===== src/rtl/asrv32_lsu_pkg.sv =====
// Shared encodings for the ASRV32 load/store unit: funct3 access sizes, FSM states, latched access metadata.
// Pure declarations, no timing behaviour.
package asrv32_lsu_pkg;

    localparam logic [2:0] F3_B  = 3'd0;
    localparam logic [2:0] F3_H  = 3'd1;
    localparam logic [2:0] F3_W  = 3'd2;
    localparam logic [2:0] F3_BU = 3'd4;
    localparam logic [2:0] F3_HU = 3'd5;

    typedef enum logic [1:0] {
        ST_IDLE   = 2'd0,
        ST_ACCESS = 2'd1,
        ST_DONE   = 2'd2
    } lsu_state_t;

    typedef struct packed {
        logic       is_load;
        logic [2:0] funct3;
        logic [1:0] addr_lo;
    } lsu_meta_t;

    // Loads accept B/H/W and the unsigned B/H forms; stores only B/H/W.
    function automatic logic f3_legal(input logic is_load, input logic [2:0] f3);
        if (is_load) begin
            return (f3 == F3_B) || (f3 == F3_H) || (f3 == F3_W) ||
                   (f3 == F3_BU) || (f3 == F3_HU);
        end
        return (f3 == F3_B) || (f3 == F3_H) || (f3 == F3_W);
    endfunction

endpackage


===== src/rtl/asrv32_lsu_align.sv =====
// Combinational lane logic: store data replication and byte strobes, load byte/half extraction with extension,
// misalignment and illegal-funct3 detection. Zero latency, no flow control.
module asrv32_lsu_align
    import asrv32_lsu_pkg::*;
(
    input  logic        i_load,
    input  logic        i_store,
    input  logic [2:0]  i_funct3,
    input  logic [1:0]  i_addr_lo,
    input  logic [31:0] i_rs2_data,
    input  logic [31:0] i_rdata,
    output logic        o_fault,
    output logic [31:0] o_wdata,
    output logic [3:0]  o_wstrb,
    output logic [31:0] o_load_data
);

    logic        w_misaligned;
    logic [7:0]  w_byte;
    logic [15:0] w_half;

    always_comb begin
        case (i_funct3[1:0])
            2'd1:    w_misaligned = i_addr_lo[0];
            2'd2:    w_misaligned = |i_addr_lo;
            default: w_misaligned = 1'b0;
        endcase
    end

    assign o_fault = (i_load | i_store) & (w_misaligned | !f3_legal(i_load, i_funct3));

    always_comb begin
        o_wdata = i_rs2_data;
        o_wstrb = 4'b0000;
        if (i_store && !i_load) begin
            case (i_funct3)
                F3_B: begin
                    o_wdata = {4{i_rs2_data[7:0]}};
                    o_wstrb = 4'b0001 << i_addr_lo;
                end
                F3_H: begin
                    o_wdata = {2{i_rs2_data[15:0]}};
                    o_wstrb = i_addr_lo[1] ? 4'b1100 : 4'b0011;
                end
                F3_W:    o_wstrb = 4'b1111;
                default: o_wstrb = 4'b0000;
            endcase
        end
    end

    always_comb begin
        case (i_addr_lo)
            2'd0:    w_byte = i_rdata[7:0];
            2'd1:    w_byte = i_rdata[15:8];
            2'd2:    w_byte = i_rdata[23:16];
            default: w_byte = i_rdata[31:24];
        endcase
        w_half = i_addr_lo[1] ? i_rdata[31:16] : i_rdata[15:0];
    end

    always_comb begin
        case (i_funct3)
            F3_B:    o_load_data = {{24{w_byte[7]}}, w_byte};
            F3_BU:   o_load_data = {24'd0, w_byte};
            F3_H:    o_load_data = {{16{w_half[15]}}, w_half};
            F3_HU:   o_load_data = {16'd0, w_half};
            F3_W:    o_load_data = i_rdata;
            default: o_load_data = 32'd0;
        endcase
    end

endmodule


===== src/rtl/asrv32_lsu.sv =====
// Load/store unit: one data-memory transaction per start, stalling the FSM until ack, timeout or fault.
// Latency: req one cycle after start, o_done one cycle after ack; skipped/faulting starts finish the next cycle.
module asrv32_lsu
    import asrv32_lsu_pkg::*;
#(
    parameter int TIMEOUT_CYCLES = 16
) (
    input  logic        i_clk,
    input  logic        i_rst_n,
    input  logic        i_start,
    input  logic        i_load,
    input  logic        i_store,
    input  logic [2:0]  i_funct3,
    input  logic [31:0] i_addr,
    input  logic [31:0] i_rs2_data,
    output logic        o_stall,
    output logic        o_done,
    output logic [31:0] o_load_data,
    output logic        o_misaligned,
    output logic        o_bus_err,
    output logic        o_dmem_req,
    output logic        o_dmem_we,
    output logic [31:0] o_dmem_addr,
    output logic [31:0] o_dmem_wdata,
    output logic [3:0]  o_dmem_wstrb,
    input  logic        i_dmem_ack,
    input  logic [31:0] i_dmem_rdata,
    input  logic        i_dmem_err
);

    localparam int TW = (TIMEOUT_CYCLES > 1) ? $clog2(TIMEOUT_CYCLES) : 1;
    localparam logic [TW-1:0] TMO_LAST = TW'((TIMEOUT_CYCLES > 0) ? TIMEOUT_CYCLES - 1 : 0);

    lsu_state_t  r_state;
    lsu_meta_t   r_meta;
    logic        r_armed;
    logic [TW-1:0] r_tmo;

    logic        w_idle;
    logic        w_mem;
    logic        w_accept;
    logic        w_sel_load;
    logic        w_sel_store;
    logic [2:0]  w_f3;
    logic [1:0]  w_addr_lo;
    logic        w_fault;
    logic [31:0] w_wdata;
    logic [3:0]  w_wstrb;
    logic [31:0] w_load_data;

    assign w_idle   = (r_state == ST_IDLE);
    assign w_mem    = i_load | i_store;
    assign w_accept = w_idle & i_start & r_armed;
    assign o_stall  = (w_accept & w_mem) | (r_state == ST_ACCESS);

    // The aligner sees live decode while idle and the latched access afterwards, when only extraction matters.
    assign w_sel_load  = w_idle ? i_load : r_meta.is_load;
    assign w_sel_store = w_idle & i_store;
    assign w_f3        = w_idle ? i_funct3 : r_meta.funct3;
    assign w_addr_lo   = w_idle ? i_addr[1:0] : r_meta.addr_lo;

    asrv32_lsu_align u_align (
        .i_load      (w_sel_load),
        .i_store     (w_sel_store),
        .i_funct3    (w_f3),
        .i_addr_lo   (w_addr_lo),
        .i_rs2_data  (i_rs2_data),
        .i_rdata     (i_dmem_rdata),
        .o_fault     (w_fault),
        .o_wdata     (w_wdata),
        .o_wstrb     (w_wstrb),
        .o_load_data (w_load_data)
    );

    always_ff @(posedge i_clk or negedge i_rst_n) begin
        if (!i_rst_n) begin
            r_state      <= ST_IDLE;
            r_meta       <= '0;
            r_armed      <= 1'b1;
            r_tmo        <= '0;
            o_done       <= 1'b0;
            o_misaligned <= 1'b0;
            o_bus_err    <= 1'b0;
            o_load_data  <= 32'd0;
            o_dmem_req   <= 1'b0;
            o_dmem_we    <= 1'b0;
            o_dmem_addr  <= 32'd0;
            o_dmem_wdata <= 32'd0;
            o_dmem_wstrb <= 4'd0;
        end else begin
            o_done       <= 1'b0;
            o_misaligned <= 1'b0;
            o_bus_err    <= 1'b0;
            // A level start that stays high across DONE must not launch a second access.
            if (!i_start) begin
                r_armed <= 1'b1;
            end
            case (r_state)
                ST_IDLE: begin
                    if (w_accept) begin
                        r_armed <= 1'b0;
                        if (w_mem && !w_fault) begin
                            r_state      <= ST_ACCESS;
                            r_tmo        <= '0;
                            r_meta       <= '{is_load: i_load, funct3: i_funct3, addr_lo: i_addr[1:0]};
                            o_dmem_req   <= 1'b1;
                            o_dmem_we    <= i_store & ~i_load;
                            o_dmem_addr  <= {i_addr[31:2], 2'b00};
                            o_dmem_wdata <= w_wdata;
                            o_dmem_wstrb <= w_wstrb;
                        end else begin
                            r_state      <= ST_DONE;
                            o_done       <= 1'b1;
                            o_misaligned <= w_mem;
                        end
                    end
                end
                ST_ACCESS: begin
                    if (i_dmem_ack) begin
                        r_state    <= ST_DONE;
                        o_dmem_req <= 1'b0;
                        o_done     <= 1'b1;
                        o_bus_err  <= i_dmem_err;
                        if (r_meta.is_load) begin
                            o_load_data <= w_load_data;
                        end
                    end else if (TIMEOUT_CYCLES != 0 && r_tmo == TMO_LAST) begin
                        r_state    <= ST_DONE;
                        o_dmem_req <= 1'b0;
                        o_done     <= 1'b1;
                        o_bus_err  <= 1'b1;
                    end else begin
                        r_tmo <= r_tmo + 1'b1;
                    end
                end
                default: begin
                    r_state <= ST_IDLE;
                end
            endcase
        end
    end

endmodule


===== config.mk =====
export PLATFORM = sky130hd
export DESIGN_NAME = asrv32_lsu
export DESIGN_NICKNAME = d
export VERILOG_FILES = /design/src/rtl/asrv32_lsu_pkg.sv /design/src/rtl/asrv32_lsu_align.sv /design/src/rtl/asrv32_lsu.sv
export SDC_FILE = /design/constraint.sdc
export NUM_CORES = 1
export LEC_CHECK = 0
export ABC_AREA = 0
export CORE_MARGIN = 1.5
export CORE_UTILIZATION = 45
export DETAILED_ROUTE_END_ITERATION = 10
export PLACE_DENSITY_LB_ADDON = 0.1
export SETUP_SLACK_MARGIN = 0.3
export SYNTH_ARGS = -nofsm -noshare
export SYNTH_HDL_FRONTEND = slang
export SYNTH_HIERARCHICAL = 1
export SYNTH_SLANG_ARGS = --single-unit

===== constraint.sdc =====
create_clock -name i_clk -period 3.86 [get_ports i_clk]
set_input_delay 0.579 -clock i_clk [delete_from_list [all_inputs] [get_ports i_clk]]
set_output_delay 0.579 -clock i_clk [all_outputs]
set_load 0.005 [all_outputs]

Word level (Yosys, flattened, before mapping)
Index checks and enable logic that the tools add are counted.
{ "word_totals": {"regBits": 116, "latch_bits": 0, "ram_bits": 0, "rom_bits": 0, "in_bits": 106, "out_inout_bits": 106, "elab_cells": 105, "mem_count": 0} }
{ "classes": {"add_sub_neg": 1, "n_mul": 0, "div_mod_pow": 0, "order_cmp": 0, "eq_ne": 15, "shifts": 1, "n_mux": 43, "n_bitwise": 11, "reduce_logical": 19} }
{ "op_table": {"columns": ["op", "n"], "rows": [
  ["$pmux 32 s5", 1],
  ["$pmux 32 s2", 1],
  ["$mux 32", 1],
  ["$mux 4", 6],
  ["$pmux 8 s3", 1],
  ["$mux 1", 20],
  ["$mux 16", 1],
  ["$pmux 4 s3", 1],
  ["$mux 2", 5],
  ["$pmux 4 s2", 1],
  ["$and 1x1->1", 6],
  ["$eq 2x1->1 const B", 3],
  ["$eq 3x3->1 const B", 2],
  ["$pmux 1 s2", 3],
  ["$reduce_and 3->1", 2],
  ["$reduce_and 5->1", 1],
  ["$add 4x1->4 const B", 1],
  ["$eq 2x2->1 const B", 2],
  ["$eq 4x4->1 const B", 1],
  ["$logic_not 2->1", 2],
  ["$logic_or 1x1->1", 4],
  ["$ne 2x1->1 const B", 2],
  ["$ne 2x2->1 const B", 2],
  ["$or 1x1->1", 4],
  ["other kinds (14)", 17]
]} }

Depth between registers and ports, before layout
{ "depth": {"word_depth": 17, "ltp_mapped": 12, "depth_no_buf": 10} }

Cells and area by module
The synthesis kept the hierarchy.
{ "by_module_without_submodules": {"columns": ["mod", "instances", "cells_per_inst", "area_each_um2", "seq_area_each_um2"], "rows": [
  ["asrv32_lsu", 1, 282, 4519.3, 2904.0],
  ["asrv32_lsu_align", 1, 171, 1377.6, 0.0]
]} }

Worst setup path after synthesis
OpenSTA, ideal clock, no wires.
{ "synth_timing": {"path_type": "register to register", "from": "reg r_state[0]", "to": "reg o_dmem_wdata[16]", "setup_time_ns": 0.127, "arrival_time_ns": 2.915, "t_required_ns": 3.733, "path_slack_ns": 0.817, "path_stages_with_launch": 12, "n_path_buf": 2, "period_less_slack_ns": 3.043, "cell_sequence": "dfrtp_1 nor2_1 mux2_2 inv_1 ha_1 clkbuf_1 o221ai_1 o22ai_1 o21bai_1 nor2_8 buf_6 mux2_1"} }
{ "synth_between": {"elab_chain_len": 15, "elab_cells_between_ends": 34, "cone_classes": "6 x eq/ne; 9 x mux; 6 x bitwise; 13 x reduce/logical"} }
{ "synth_lines": {"columns": ["item", "line_no", "rtl"], "rows": [
  ["from (decl)", "asrv32_lsu.sv:34", "lsu_state_t r_state;"],
  ["from (signal assigned)", "asrv32_lsu.sv:77", "r_state <= ST_IDLE;"],
  ["from (signal assigned)", "asrv32_lsu.sv:103", "r_state <= ST_ACCESS;"],
  ["from (signal assigned)", "asrv32_lsu.sv:112", "r_state <= ST_DONE;"],
  ["$logic_not 2->1 *", "asrv32_lsu.sv:51", "assign w_idle = (r_state == ST_IDLE);"],
  ["$mux 3 *", "asrv32_lsu.sv:59", "assign w_f3 = w_idle ? i_funct3 : r_meta.funct3;"],
  ["net w_f3[1]", "asrv32_lsu.sv:44", "logic [2:0] w_f3;"],
  ["$eq 3x1->1 / $logic_not 3->1 (equally long branches)", "asrv32_lsu_pkg.sv:26, asrv32_lsu_pkg.sv:29", null],
  ["$logic_or 1x1->1 (2 in series)", "asrv32_lsu_pkg.sv:26, asrv32_lsu_pkg.sv:29", null],
  ["$logic_or 1x1->1", "asrv32_lsu_pkg.sv:26", "return (f3 == F3_B) || (f3 == F3_H) || (f3 == F3_W) ||"],
  ["$logic_or 1x1->1", "asrv32_lsu_pkg.sv:27", "(f3 == F3_BU) || (f3 == F3_HU);"],
  ["$mux 1", "asrv32_lsu_pkg.sv:25", "if (is_load) begin"],
  ["$mux 1", "asrv32_lsu_pkg.sv:29", "return (f3 == F3_B) || (f3 == F3_H) || (f3 == F3_W);"],
  ["$logic_not 1->1", "asrv32_lsu_align.sv:30", "assign o_fault = (i_load | i_store) & (w_misaligned | !f3_legal(i_load, i_funct3));"],
  ["$or 1x1->1 *", "asrv32_lsu_align.sv:30", null],
  ["$and 1x1->1 *", "asrv32_lsu_align.sv:30", null],
  ["net w_fault", "asrv32_lsu.sv:46", "logic w_fault;"],
  ["$logic_not 1->1 *", "asrv32_lsu.sv:102", "if (w_mem && !w_fault) begin"],
  ["$logic_and 1x1->1 *", "asrv32_lsu.sv:102", null],
  ["$reduce_and 3->1 (no line) *", null, null],
  ["to (signal assigned)", "asrv32_lsu.sv:109", "o_dmem_wdata <= w_wdata;"],
  ["to (decl)", "asrv32_lsu.sv:24", "output logic [31:0] o_dmem_wdata,"]
]} }
The timed path passes the listed nets; every way through them passes the cells marked *. The select of a mux whose other input is x is not followed.
A chain may end at the register's enable or synchronous reset.

Final worst setup path
{ "layout_timing": {"from": "reg r_state[0]", "to": "reg o_dmem_addr[7]"} }
{ "layout_between": {"elab_chain_len": 15, "elab_cells_between_ends": 30, "cone_classes": "6 x eq/ne; 7 x mux; 6 x bitwise; 11 x reduce/logical"} }
{ "layout_lines": {"columns": ["item", "line_no", "rtl"], "rows": [
  ["$logic_not 2->1 *", "asrv32_lsu.sv:51", null],
  ["$mux 3 *", "asrv32_lsu.sv:59", null],
  ["net w_f3[0]", "asrv32_lsu.sv:44", null],
  ["$eq 3x1->1 / $logic_not 3->1 (equally long branches)", "asrv32_lsu_pkg.sv:26, asrv32_lsu_pkg.sv:29", null],
  ["$logic_or 1x1->1 (2 in series)", "asrv32_lsu_pkg.sv:26, asrv32_lsu_pkg.sv:29", null],
  ["$logic_or 1x1->1", "asrv32_lsu_pkg.sv:26", null],
  ["$logic_or 1x1->1", "asrv32_lsu_pkg.sv:27", null],
  ["$mux 1", "asrv32_lsu_pkg.sv:25", null],
  ["$mux 1", "asrv32_lsu_pkg.sv:29", null],
  ["$logic_not 1->1", "asrv32_lsu_align.sv:30", null],
  ["$or 1x1->1 *", "asrv32_lsu_align.sv:30", null],
  ["$and 1x1->1 *", "asrv32_lsu_align.sv:30", null],
  ["net w_fault", "asrv32_lsu.sv:46", null],
  ["$logic_not 1->1 *", "asrv32_lsu.sv:102", null],
  ["$logic_and 1x1->1 *", "asrv32_lsu.sv:102", null],
  ["$reduce_and 3->1 (no line) *", null, null],
  ["to (signal assigned)", "asrv32_lsu.sv:108", "o_dmem_addr <= {i_addr[31:2], 2'b00};"],
  ["to (decl)", "asrv32_lsu.sv:23", "output logic [31:0] o_dmem_addr,"]
]} }
Marked as above.

==> results.ini <==
[place]
hpwl_mm=10.9
gp_congestion=0.763
place_ws_ns=0.514
dp.cells=806
port_buffers=209

[yosys]
synthFlopType=dfrtp_1
yosysWarnings=6
synth_commonest_cells=mux2_2 (123), dfrtp_1 (115), mux2i_1 (18), a21o_1 (17), a221o_1 (15)
post-synth-top-count-cell=mux2_2
syn_avg_cell_area_sq_um=13.0
synthCells=453
yosysUniqueCellTypes=51
synth_edf_count=0
yosys_register_bits=116
syn-cell-area_sq_um=5900
synthTopCellsByArea=dfrtp_1 (49%), mux2_2 (23%), mux2i_1 (3.1%), a221o_1 (2.5%), a21o_1 (2.2%)
synth_top_area_cell=dfrtp_1
yosysSeqAreaShare=0.492
synth_top_area_frac=0.488
async_flop_share=1.00

[critical_path]
end_kind=flop
cp-start-kind=flop
cp_max_fo=72
arrival_ns=3.40
required_ns=4.15
worstSetupPathType=flop to flop

[cells_and_area]
drive_above_1_share=0.251
nets=763
areaGrowthSynthToFinish_pct=44.8
diodes=0
nFillCells=983
fin_cells=838

[sta]
whs_ns=0.269
fmax_ghz=0.322
finalWorstSetupSlack_ns=0.751
fin_crit_ns=3.11
final.setup.tns_ns=0
hold_viol=0
fin_crit_sh=0.805
slew_viol_final=0
setup_viol=0
rsz0062_at_grt=false
slew_headroom=0.199
clock_skew_ns=0.00663
worst_pin_slew_ns=1.20

[status]
status=finished, final reports clean

[global_route]
grt_max_degree=73
grt_pass1_wl_mm=25.4
grt.total_usage=0.234
grt_pass1_vias=4819
grt_antenna_before_repair=0
grt.overflow.total=0

[clock_network]
ctsHoldBuffers=0
clock_latency_ns=0.41
root_buffer=clkbuf_16
cts_buffers=17
ctsHtreeMaxLevel=4
clock_sinks=116
clockBufferDepth=2
cts_tree=built
cts_setup_buffers=0
clkTransAtPathRegs_ns=0.05
cts-resized-gates=0

[drt]
drtIter0Drc=285
wire_per_inst_um=18.7
drt-pass1-iter-count=6
drc=0
vias_per_cell=5.52
wl_mm=15.7
via_count=4624
drtAntennaViolNets=0

[worst_hold_path]
hold_class=primary input to asynchronous set/reset pin

[power]
power_density_nw_per_um2=757
p_leak_nw=3.74
irDropWorstVdd_mv=0.386
total_power_w=0.00646

[floorplanning]
die-area_sq_um=13800
fp.dieH_um=117
io_pins=212
rows=41
die_w_um=117
core_sq_um=12700
start_util=0.464

[flow_run]
max_cap_viol_count=0

[state kept, by name (all words and copies together) (netlist names), 2 cells and up]
name          cells
r_meta            6
o_dmem_wstrb      4
r_tmo             4
o_dmem_addr      30
o_load_data      32
r_state           2
o_dmem_wdata     32
[where the power goes]
group	total [W]	internal [W]	switching, W
logic	0.00298	0.00186	0.00112
clock network	0.00140	0.000877	0.000522
registers	0.00208	0.00179	0.000297
[placed cells by master (no fill, tap or decap), types with 2 or more instances in the layout]
cell type        netlist  layout
mux2_1                 5       5
buf_4                 10      11
a21oi_1                8       8
nand2_1                6       6
a21o_1                17      17
a22o_1                 8       8
clkbuf_16              0      17
inv_1                  8       8
o22ai_1               10      10
o2bb2ai_1              9       9
nor3_1                 2       2
nand3_1                2       2
nand2b_1               3       3
nor2_1                10      10
clkdlybuf4s50_1        0     208
ha_1                   4       4
clkinv_2               0       5
mux2_4                 2       2
a2bb2oi_1              2       2
a221o_1               15      15
clkbuf_1              10       9
mux2i_1               18      18
and2b_1                3       3
conb_1                 1       2
o221ai_1               2       2
mux2_2               123     123
nor2b_1                2       2
a22oi_1                8       8
nor3b_1                2       2
dfrtp_1              115     115
o21ai_0                9       9
[area by class of cell]
cell class	count	area (sq um)	area share
Multi-Input combinational cell	289	2690	0.315
Timing Repair Buffer	220	2180	0.256
Inverter	9	33.8	0.00396
Tap cell	172	215	0.0252
Sequential cell	116	2900	0.340
Clock inverter	6	55.1	0.00645
Clock buffer	26	459	0.0538
[worst paths after layout]
path / endpoint / slack (ns) / startpoint / depth (start not counted)
worst max-delay path: o_dmem_addr[7] / 0.75 / r_state[0] / 12
worst min-delay path: o_bus_err / 0.27 / i_rst_n / 1
worst max register to register: o_dmem_addr[7] / 0.75 / r_state[0] / 12
worst min register to register: o_dmem_wdata[18] / 0.48 / o_dmem_wdata[18] / 1
max in group asynchronous: r_armed / 2.67 / i_rst_n / 2
min in group i_clk: o_dmem_wdata[18] / 0.48 / o_dmem_wdata[18] / 1
[metrics by stage]
step	area [sq um]	utilization
2_1_floorplan	5900	-
3_3_place_gp	8020	0.631
3_5_place_dp	8020	0.631
4_1_cts	8540	0.671
5_1_grt	8540	0.671
6_report	8540	0.671
[cells by family (layout without fill, tap and decap cells)]
| family | after synthesis | count (layout) | share of synthesized area |
|---|---|---|---|
| AOI/OAI and AO/OA | 94 | 94 | 0.122 |
| adders and majority gates | 4 | 4 | 0.00849 |
| muxes | 148 | 148 | 0.280 |
| other | 1 | 2 | 0.000636 |
| buffers and inverters | 49 | 261 | 0.0539 |
| and+or+nand+nor | 41 | 41 | 0.0427 |
| DFF | 116 | 116 | 0.492 |
[per-layer routing]
| metal | vias up | routed length (um) | global-route usage | share of wire |
|---|---|---|---|---|
| met5 | - | 0 | 0 | 0 |
| met4 | 0 | 461 | 0.114 | 0.029 |
| met3 | 38 | 1400 | 0.0751 | 0.089 |
| met2 | 219 | 7500 | 0.372 | 0.48 |
| met1 | 2286 | 6290 | 0.289 | 0.40 |
| li1 | 2081 | - | - | - |
[worst max-delay path, stage by stage (launching register included)]
cell      delay (ns)
dfrtp_1         0.40
nor2_1          0.12
buf_4           0.18
mux2_2          0.36
inv_1           0.08
ha_1            0.25
nand2b_1        0.13
o21ai_0         0.10
o22ai_1         0.17
o21bai_1        0.30
nor2_8          0.14
buf_12          0.32
mux2_2          0.39
(Power assumes the default switching activity.)
